$ cat src/rtl/s_mem_pkg.sv
// Shared defaults and FSM encoding for the S-memory arbiter.
// Pure declarations: no latency, no flow control.
package s_mem_pkg;
    localparam int S_ADDR_W = 8;
    localparam int S_DATA_W = 8;

    typedef enum logic {
        IDLE   = 1'b0,
        LOCKED = 1'b1
    } state_t;

    // Index width that stays legal for a single requester.
    function automatic int idx_width(input int n);
        return (n > 1) ? $clog2(n) : 1;
    endfunction
endpackage

$ cat src/rtl/s_mem_arbiter_rr_picker.sv
// rr_picker: combinational round-robin find-first, searching from ptr+1 and wrapping.
// Zero latency; no backpressure (pure function of req and ptr).
module rr_picker #(
    parameter int NUM_REQ = 3,
    parameter int IDX_W   = 2
) (
    input  logic [NUM_REQ-1:0] req,
    input  logic [IDX_W-1:0]   ptr,
    output logic [NUM_REQ-1:0] onehot,
    output logic [IDX_W-1:0]   idx
);
    logic [IDX_W-1:0] cand;

    always_comb begin
        onehot = '0;
        idx    = '0;
        cand   = '0;
        for (int i = 1; i <= NUM_REQ; i++) begin
            cand = IDX_W'((int'(ptr) + i) % NUM_REQ);
            if ((onehot == '0) && req[cand]) begin
                onehot[cand] = 1'b1;
                idx          = cand;
            end
        end
    end
endmodule

$ cat src/rtl/s_mem_arbiter.sv
// s_mem_arbiter: round-robin arbiter with lock for the single-port S-memory; gnt is same-cycle, rd_valid one cycle later.
// No backpressure: a request simply waits until granted. LOCK_TIMEOUT_EN bounds a lock to LOCK_MAX cycles.
module s_mem_arbiter
    import s_mem_pkg::*;
#(
    parameter int NUM_REQ  = 3,
    parameter int ADDR_W   = S_ADDR_W,
    parameter int DATA_W   = S_DATA_W,
    parameter int LOCK_MAX = 16
) (
    input  logic                           clk,
    input  logic                           reset,
    input  logic [NUM_REQ-1:0]             req,
    input  logic [NUM_REQ-1:0]             req_lock,
    input  logic [NUM_REQ-1:0]             req_we,
    input  logic [NUM_REQ-1:0][ADDR_W-1:0] req_addr,
    input  logic [NUM_REQ-1:0][DATA_W-1:0] req_wdata,
    output logic [NUM_REQ-1:0]             gnt,
    output logic [NUM_REQ-1:0]             rd_valid,
    output logic [DATA_W-1:0]              rd_data,
    output logic [ADDR_W-1:0]              mem_addr,
    output logic [DATA_W-1:0]              mem_wdata,
    output logic                           mem_wren,
    input  logic [DATA_W-1:0]              mem_q,
    output logic                           lock_err
);
    localparam int IDX_W = idx_width(NUM_REQ);

    if (NUM_REQ < 1 || NUM_REQ > 8 || LOCK_MAX < 1) begin : g_bad_param
        $error("s_mem_arbiter: NUM_REQ must be 1..8 and LOCK_MAX >= 1");
    end

    state_t               state;
    logic [IDX_W-1:0]     owner;
    logic [IDX_W-1:0]     ptr;
    logic [NUM_REQ-1:0]   pick_oh;
    logic [IDX_W-1:0]     pick_idx;
    logic [NUM_REQ-1:0]   gnt_c;
    logic [IDX_W-1:0]     cur_idx;
    logic                 arb_en;
    logic                 pick_any;
    logic                 gnt_any;
    logic                 timeout;

    rr_picker #(
        .NUM_REQ (NUM_REQ),
        .IDX_W   (IDX_W)
    ) u_picker (
        .req    (req),
        .ptr    (ptr),
        .onehot (pick_oh),
        .idx    (pick_idx)
    );

    // Dropping req while locked re-arbitrates in the same cycle; ptr equals the
    // owner while locked, so the search naturally starts just after it.
    assign arb_en   = (state == IDLE) || !req[owner];
    assign pick_any = |pick_oh;
    assign cur_idx  = arb_en ? pick_idx : owner;

    always_comb begin
        gnt_c = '0;
        if (!reset) begin
            if (arb_en) gnt_c = pick_oh;
            else        gnt_c[owner] = 1'b1;
        end
    end

    assign gnt       = gnt_c;
    assign gnt_any   = |gnt_c;
    assign mem_addr  = gnt_any ? req_addr[cur_idx]  : '0;
    assign mem_wdata = gnt_any ? req_wdata[cur_idx] : '0;
    assign mem_wren  = gnt_any & req_we[cur_idx];
    assign rd_data   = mem_q;

`ifdef LOCK_TIMEOUT_EN
    localparam int CNT_W = $clog2(LOCK_MAX + 1);
    logic [CNT_W-1:0] lock_cnt;

    // lock_cnt counts granted locked cycles including the grant that took the lock.
    assign timeout = (state == LOCKED) && req[owner] && req_lock[owner]
                   && (int'(lock_cnt) >= LOCK_MAX - 1);

    always_ff @(posedge clk or posedge reset) begin
        if (reset) begin
            lock_cnt <= '0;
        end else if (arb_en && pick_any && req_lock[pick_idx]) begin
            lock_cnt <= CNT_W'(1);
        end else if (!arb_en && req_lock[owner] && !timeout) begin
            lock_cnt <= lock_cnt + CNT_W'(1);
        end else begin
            lock_cnt <= '0;
        end
    end
`else
    assign timeout = 1'b0;
`endif

    assign lock_err = timeout;

    always_ff @(posedge clk or posedge reset) begin
        if (reset) begin
            state    <= IDLE;
            owner    <= '0;
            ptr      <= IDX_W'(NUM_REQ - 1);
            rd_valid <= '0;
        end else begin
            rd_valid <= gnt_c & ~req_we;
            if (arb_en) begin
                if (pick_any) begin
                    ptr   <= pick_idx;
                    owner <= pick_idx;
                    state <= req_lock[pick_idx] ? LOCKED : IDLE;
                end else begin
                    state <= IDLE;
                end
            end else if (!req_lock[owner] || timeout) begin
                state <= IDLE;
            end
        end
    end
endmodule
$ cat config.mk
export PLATFORM = sky130hd
export DESIGN_NAME = s_mem_arbiter
export DESIGN_NICKNAME = d
export VERILOG_FILES = /design/src/rtl/s_mem_pkg.sv /design/src/rtl/s_mem_arbiter_rr_picker.sv /design/src/rtl/s_mem_arbiter.sv
export SDC_FILE = /design/constraint.sdc
export NUM_CORES = 1
export LEC_CHECK = 0
export ABC_CLOCK_PERIOD_IN_PS = 3350
export CAP_MARGIN = 5
export CORE_AREA = 2 2 70 72
export CTS_CLUSTER_DIAMETER = 80
export CTS_CLUSTER_SIZE = 8
export DETAILED_ROUTE_END_ITERATION = 16
export DIE_AREA = 0 0 72 74
export PLACE_DENSITY = 0.89
export SLEW_MARGIN = 25
export SYNTH_ARGS = -nofsm -noshare
export SYNTH_HDL_FRONTEND = slang
export SYNTH_SLANG_ARGS = --single-unit
$ cat constraint.sdc
create_clock -name clk -period 3.35 [get_ports clk]
set_clock_uncertainty 0.05 [all_clocks]
set_input_delay 0.67 -clock clk [delete_from_list [all_inputs] [get_ports clk]]
set_output_delay 0.67 -clock clk [all_outputs]
set_load 0.01 [all_outputs]
==> flow_summary.json <==
{
  "status": "finished, violations left",
  "violations": "negative setup slack",
  "rr_worst_depth": 9,
  "dieArea_um2": 5330,
  "yosysTopAreaCell": "a311oi_2",
  "synth_area_um2": 1660,
  "r2r_slack_ns": 0.66,
  "yosysUniqueCellTypes": 55,
  "vias": 2354,
  "core_um2": 4600,
  "holdPathStages": 2,
  "avgSynthCellArea_um2": 7.71,
  "fp.dieW_um": 72,
  "cp_slowest_stage_delay_ns": 0.58,
  "max_freq_ghz": 0.278,
  "dp_hpwl_um": 4680,
  "route.detailed.drc": 0,
  "min_period_ns": 3.59,
  "cts_root_buf": "clkbuf_8",
  "grt_pass1_wl_um": 10100,
  "synth_area_leaders": "a311oi_2 (9.1%), dfrtp_1 (9.1%), o21ai_0 (6.3%)",
  "grt_usage": 0.238,
  "hold_buffers": 0,
  "cp_num_buf_inv": 5,
  "cts.clk_slew.worst_paths_ns": 0.05,
  "setup_viol": 17,
  "synth_edf_count": 0,
  "grt_start_max_net_pins": 21,
  "viasPerCell": 5.91,
  "hp-start": "owner[1]$_DFFE_PP0P_",
  "synthCells": 215,
  "criticalPathCategory": "flip-flop to primary output",
  "hp-class": "flip-flop to flip-flop",
  "dr.first_iter.drc_count": 190,
  "insertion_delay_ns": 0.24,
  "detail-route-antenna-nets": 0,
  "portBuffers": 81,
  "wl_per_cell_um": 20.2,
  "cts_inserted_buffers": 3,
  "leakage_nw": 1.40,
  "fin_ws_ns": -0.243,
  "path_common_cell": "buf_6",
  "rows": 25,
  "drive_above_1_share": 0.451,
  "place_congestion": 0.844,
  "crit_slowest_cell": "dfstp_2",
  "ys.flop_type": "dfrtp_1",
  "cts_tree": "done",
  "reg2reg_to": "state$_DFFE_PP0P_",
  "initial_core_util": 0.361,
  "crit_family": "compound AO/OA/AOI/OAI gates",
  "die_y_um": 74,
  "fin_nets": 416,
  "synth-async-reset-ratio": 1.00,
  "timing.final.crit_share": 1.07,
  "rsz0062_at_grt": "true",
  "worst_ir_drop_vdd_mv": 0.418,
  "cts_sinks": 7,
  "grt_pass1_vias": 2189,
  "r2r-start": "ptr[1]$_DFFE_PP1P_",
  "clk_path_buf_depth": 2,
  "cap_viol_max_count": 0,
  "cp_data_arrival_time_ns": 2.87,
  "diodes": 0,
  "io-pin-count": 99,
  "synth_top_area_frac": 0.0906,
  "drt_pass1_iterations": 4,
  "yosysSeqAreaShare": 0.106,
  "cp-end-kind": "primary output",
  "hold_viol": 0,
  "required_ns": 2.63,
  "path_cells": "inv_2 -> buf_6 -> ha_4 -> nor2_4 -> nand4b_1 -> o31ai_4 -> buf_6 -> o21ai_4 -> clkbuf_16 -> o21ai_1 -> a311oi_2 -> buf_2",
  "slew_violations": 0,
  "syn_to_final_growth_pct": 94.9,
  "post-route-util": 0.703,
  "yosys_warnings": 0,
  "hold_end": "owner[1]$_DFFE_PP0P_",
  "antenna_found_initial": 0,
  "crit_fanout": 8,
  "syn_nets": 286,
  "ys_ff_latch": 7,
  "overflow": 0,
  "power_mw": 2.88,
  "power.density_nw_per_um2": 892,
  "start_kind": "flip-flop",
  "cts.htree.levels": 1,
  "wirelength_um": 8050
}
==> placed cells by master, fill, tap and decap left out, types with 3 or more instances in the layout <==
| cell | count |
|---|---|
| mux2i_1 | 4 |
| a311oi_1 | 4 |
| dfrtp_1 | 5 |
| and2b_1 | 8 |
| clkbuf_8 | 3 |
| nand2_1 | 6 |
| ha_4 | 3 |
| buf_6 | 10 |
| a311oi_2 | 14 |
| buf_4 | 50 |
| nand3b_1 | 3 |
| inv_1 | 3 |
| nor3_1 | 3 |
| nor2b_1 | 13 |
| nand3_2 | 6 |
| nand3_1 | 12 |
| o21ai_1 | 11 |
| clkdlybuf4s50_1 | 58 |
| o21ai_0 | 11 |
| nor2_1 | 24 |
| clkbuf_16 | 4 |
| buf_12 | 6 |
| nand3_4 | 3 |
| nand2b_1 | 3 |
| buf_2 | 20 |
==> timing repair <==
| action | CTS | global route |
|---|---|---|
| gates cloned | 0 | 4 |
| pin swaps | 13 | 23 |
| buffers inserted | 11 | 4 |
| setup endpoints to repair | 20 | 20 |
| gates resized for setup | 117 | 35 |
==> routing by layer <==
layer | GRT usage | vias to the layer above | share of wire
met5 | 0 | - | 0
met4 | 0.0839 | 0 | 0.045
met3 | 0.0461 | 42 | 0.087
met2 | 0.470 | 142 | 0.51
met1 | 0.250 | 1123 | 0.36
li1 | - | 1047 | -
==> through the flow <==
stage,setup TNS (ns),cells,worst slack [ns],cell area [um^2],hold WS (ns)
2_1_floorplan,0,215,0.164,1660,0.452
3_3_place_gp,-13.82,375,-0.827,2810,0.683
3_5_place_dp,-14.74,375,-0.854,2810,0.704
4_1_cts,-0.162,390,-0.0875,3000,0.734
5_1_grt,-4.74,398,-0.467,3230,0.759
6_report,-2.93,398,-0.243,3230,0.748
==> sequential cells by signal, indices dropped and copies added, names as in the netlist <==
name      count
rd_valid      3
ptr           1
state         1
owner         2
==> worst max path at each step <==
stage | slack (ns) | start | to | cells past startpoint
6_report | -0.24 | ptr[1]$_DFFE_PP1P_ | mem_wdata[1] | 12
3_3_place_gp | -0.83 | req[2] | mem_addr[2] | 8
2_1_floorplan | 0.16 | owner[0]$_DFFE_PP0P_ | mem_wdata[6] | 10
3_5_place_dp | -0.85 | req[2] | mem_addr[0] | 8
4_1_cts | -0.09 | ptr[1]$_DFFE_PP1P_ | gnt[2] | 10
5_1_grt | -0.47 | ptr[1]$_DFFE_PP1P_ | mem_addr[0] | 10
==> synth_stat cells, types with 5 or more instances <==
master    number
mux2i_1        5
buf_6          5
nor2b_1       14
buf_2          5
a311oi_1       8
a311oi_2      10
o21ai_0       21
dfrtp_1        6
and2b_1        8
nand3_1       20
nor2_1        25
buf_4         13
nand2_1        6
==> cell type report <==
cell class | instances | area (um^2)
tap | 54 | 67.6
sequential | 7 | 178
clock buffer | 3 | 41.3
multi-input combinational | 177 | 1500
inverter | 4 | 15.0
fill | 285 | 1370
clock inverter | 1 | 5.00
timing repair buffer | 152 | 1430
==> cell families after synthesis <==
logic type,after synthesis,share of synthesized area
flip-flops,7,0.106
multiplexers,7,0.0438
AO/OA/AOI/OAI,68,0.362
other,1,0.00226
AND/OR/NAND/NOR,97,0.330
adder cells (fa/ha/maj),4,0.0302
buffers and inverters,31,0.126
==> power breakdown <==
part / leakage, nW / internal, mW / switching, mW / total [mW]
clock network: 0.0255 / 0.0814 / 0.0468 / 0.128
registers: 0.0887 / 0.118 / 0.0325 / 0.151
logic: 1.29 / 1.31 / 1.29 / 2.60
total: 1.40 / 1.51 / 1.37 / 2.88
==> worst register-to-register path: stages, from the launching register on <==
cell	delay (ns)
dfstp_2	0.58
inv_2	0.07
ha_4	0.19
buf_6	0.12
or3b_4	0.37
and3_4	0.21
o21a_2	0.35
buf_4	0.21
a2111oi_2	0.33
o31ai_2	0.10
(Power assumes the default switching activity.)
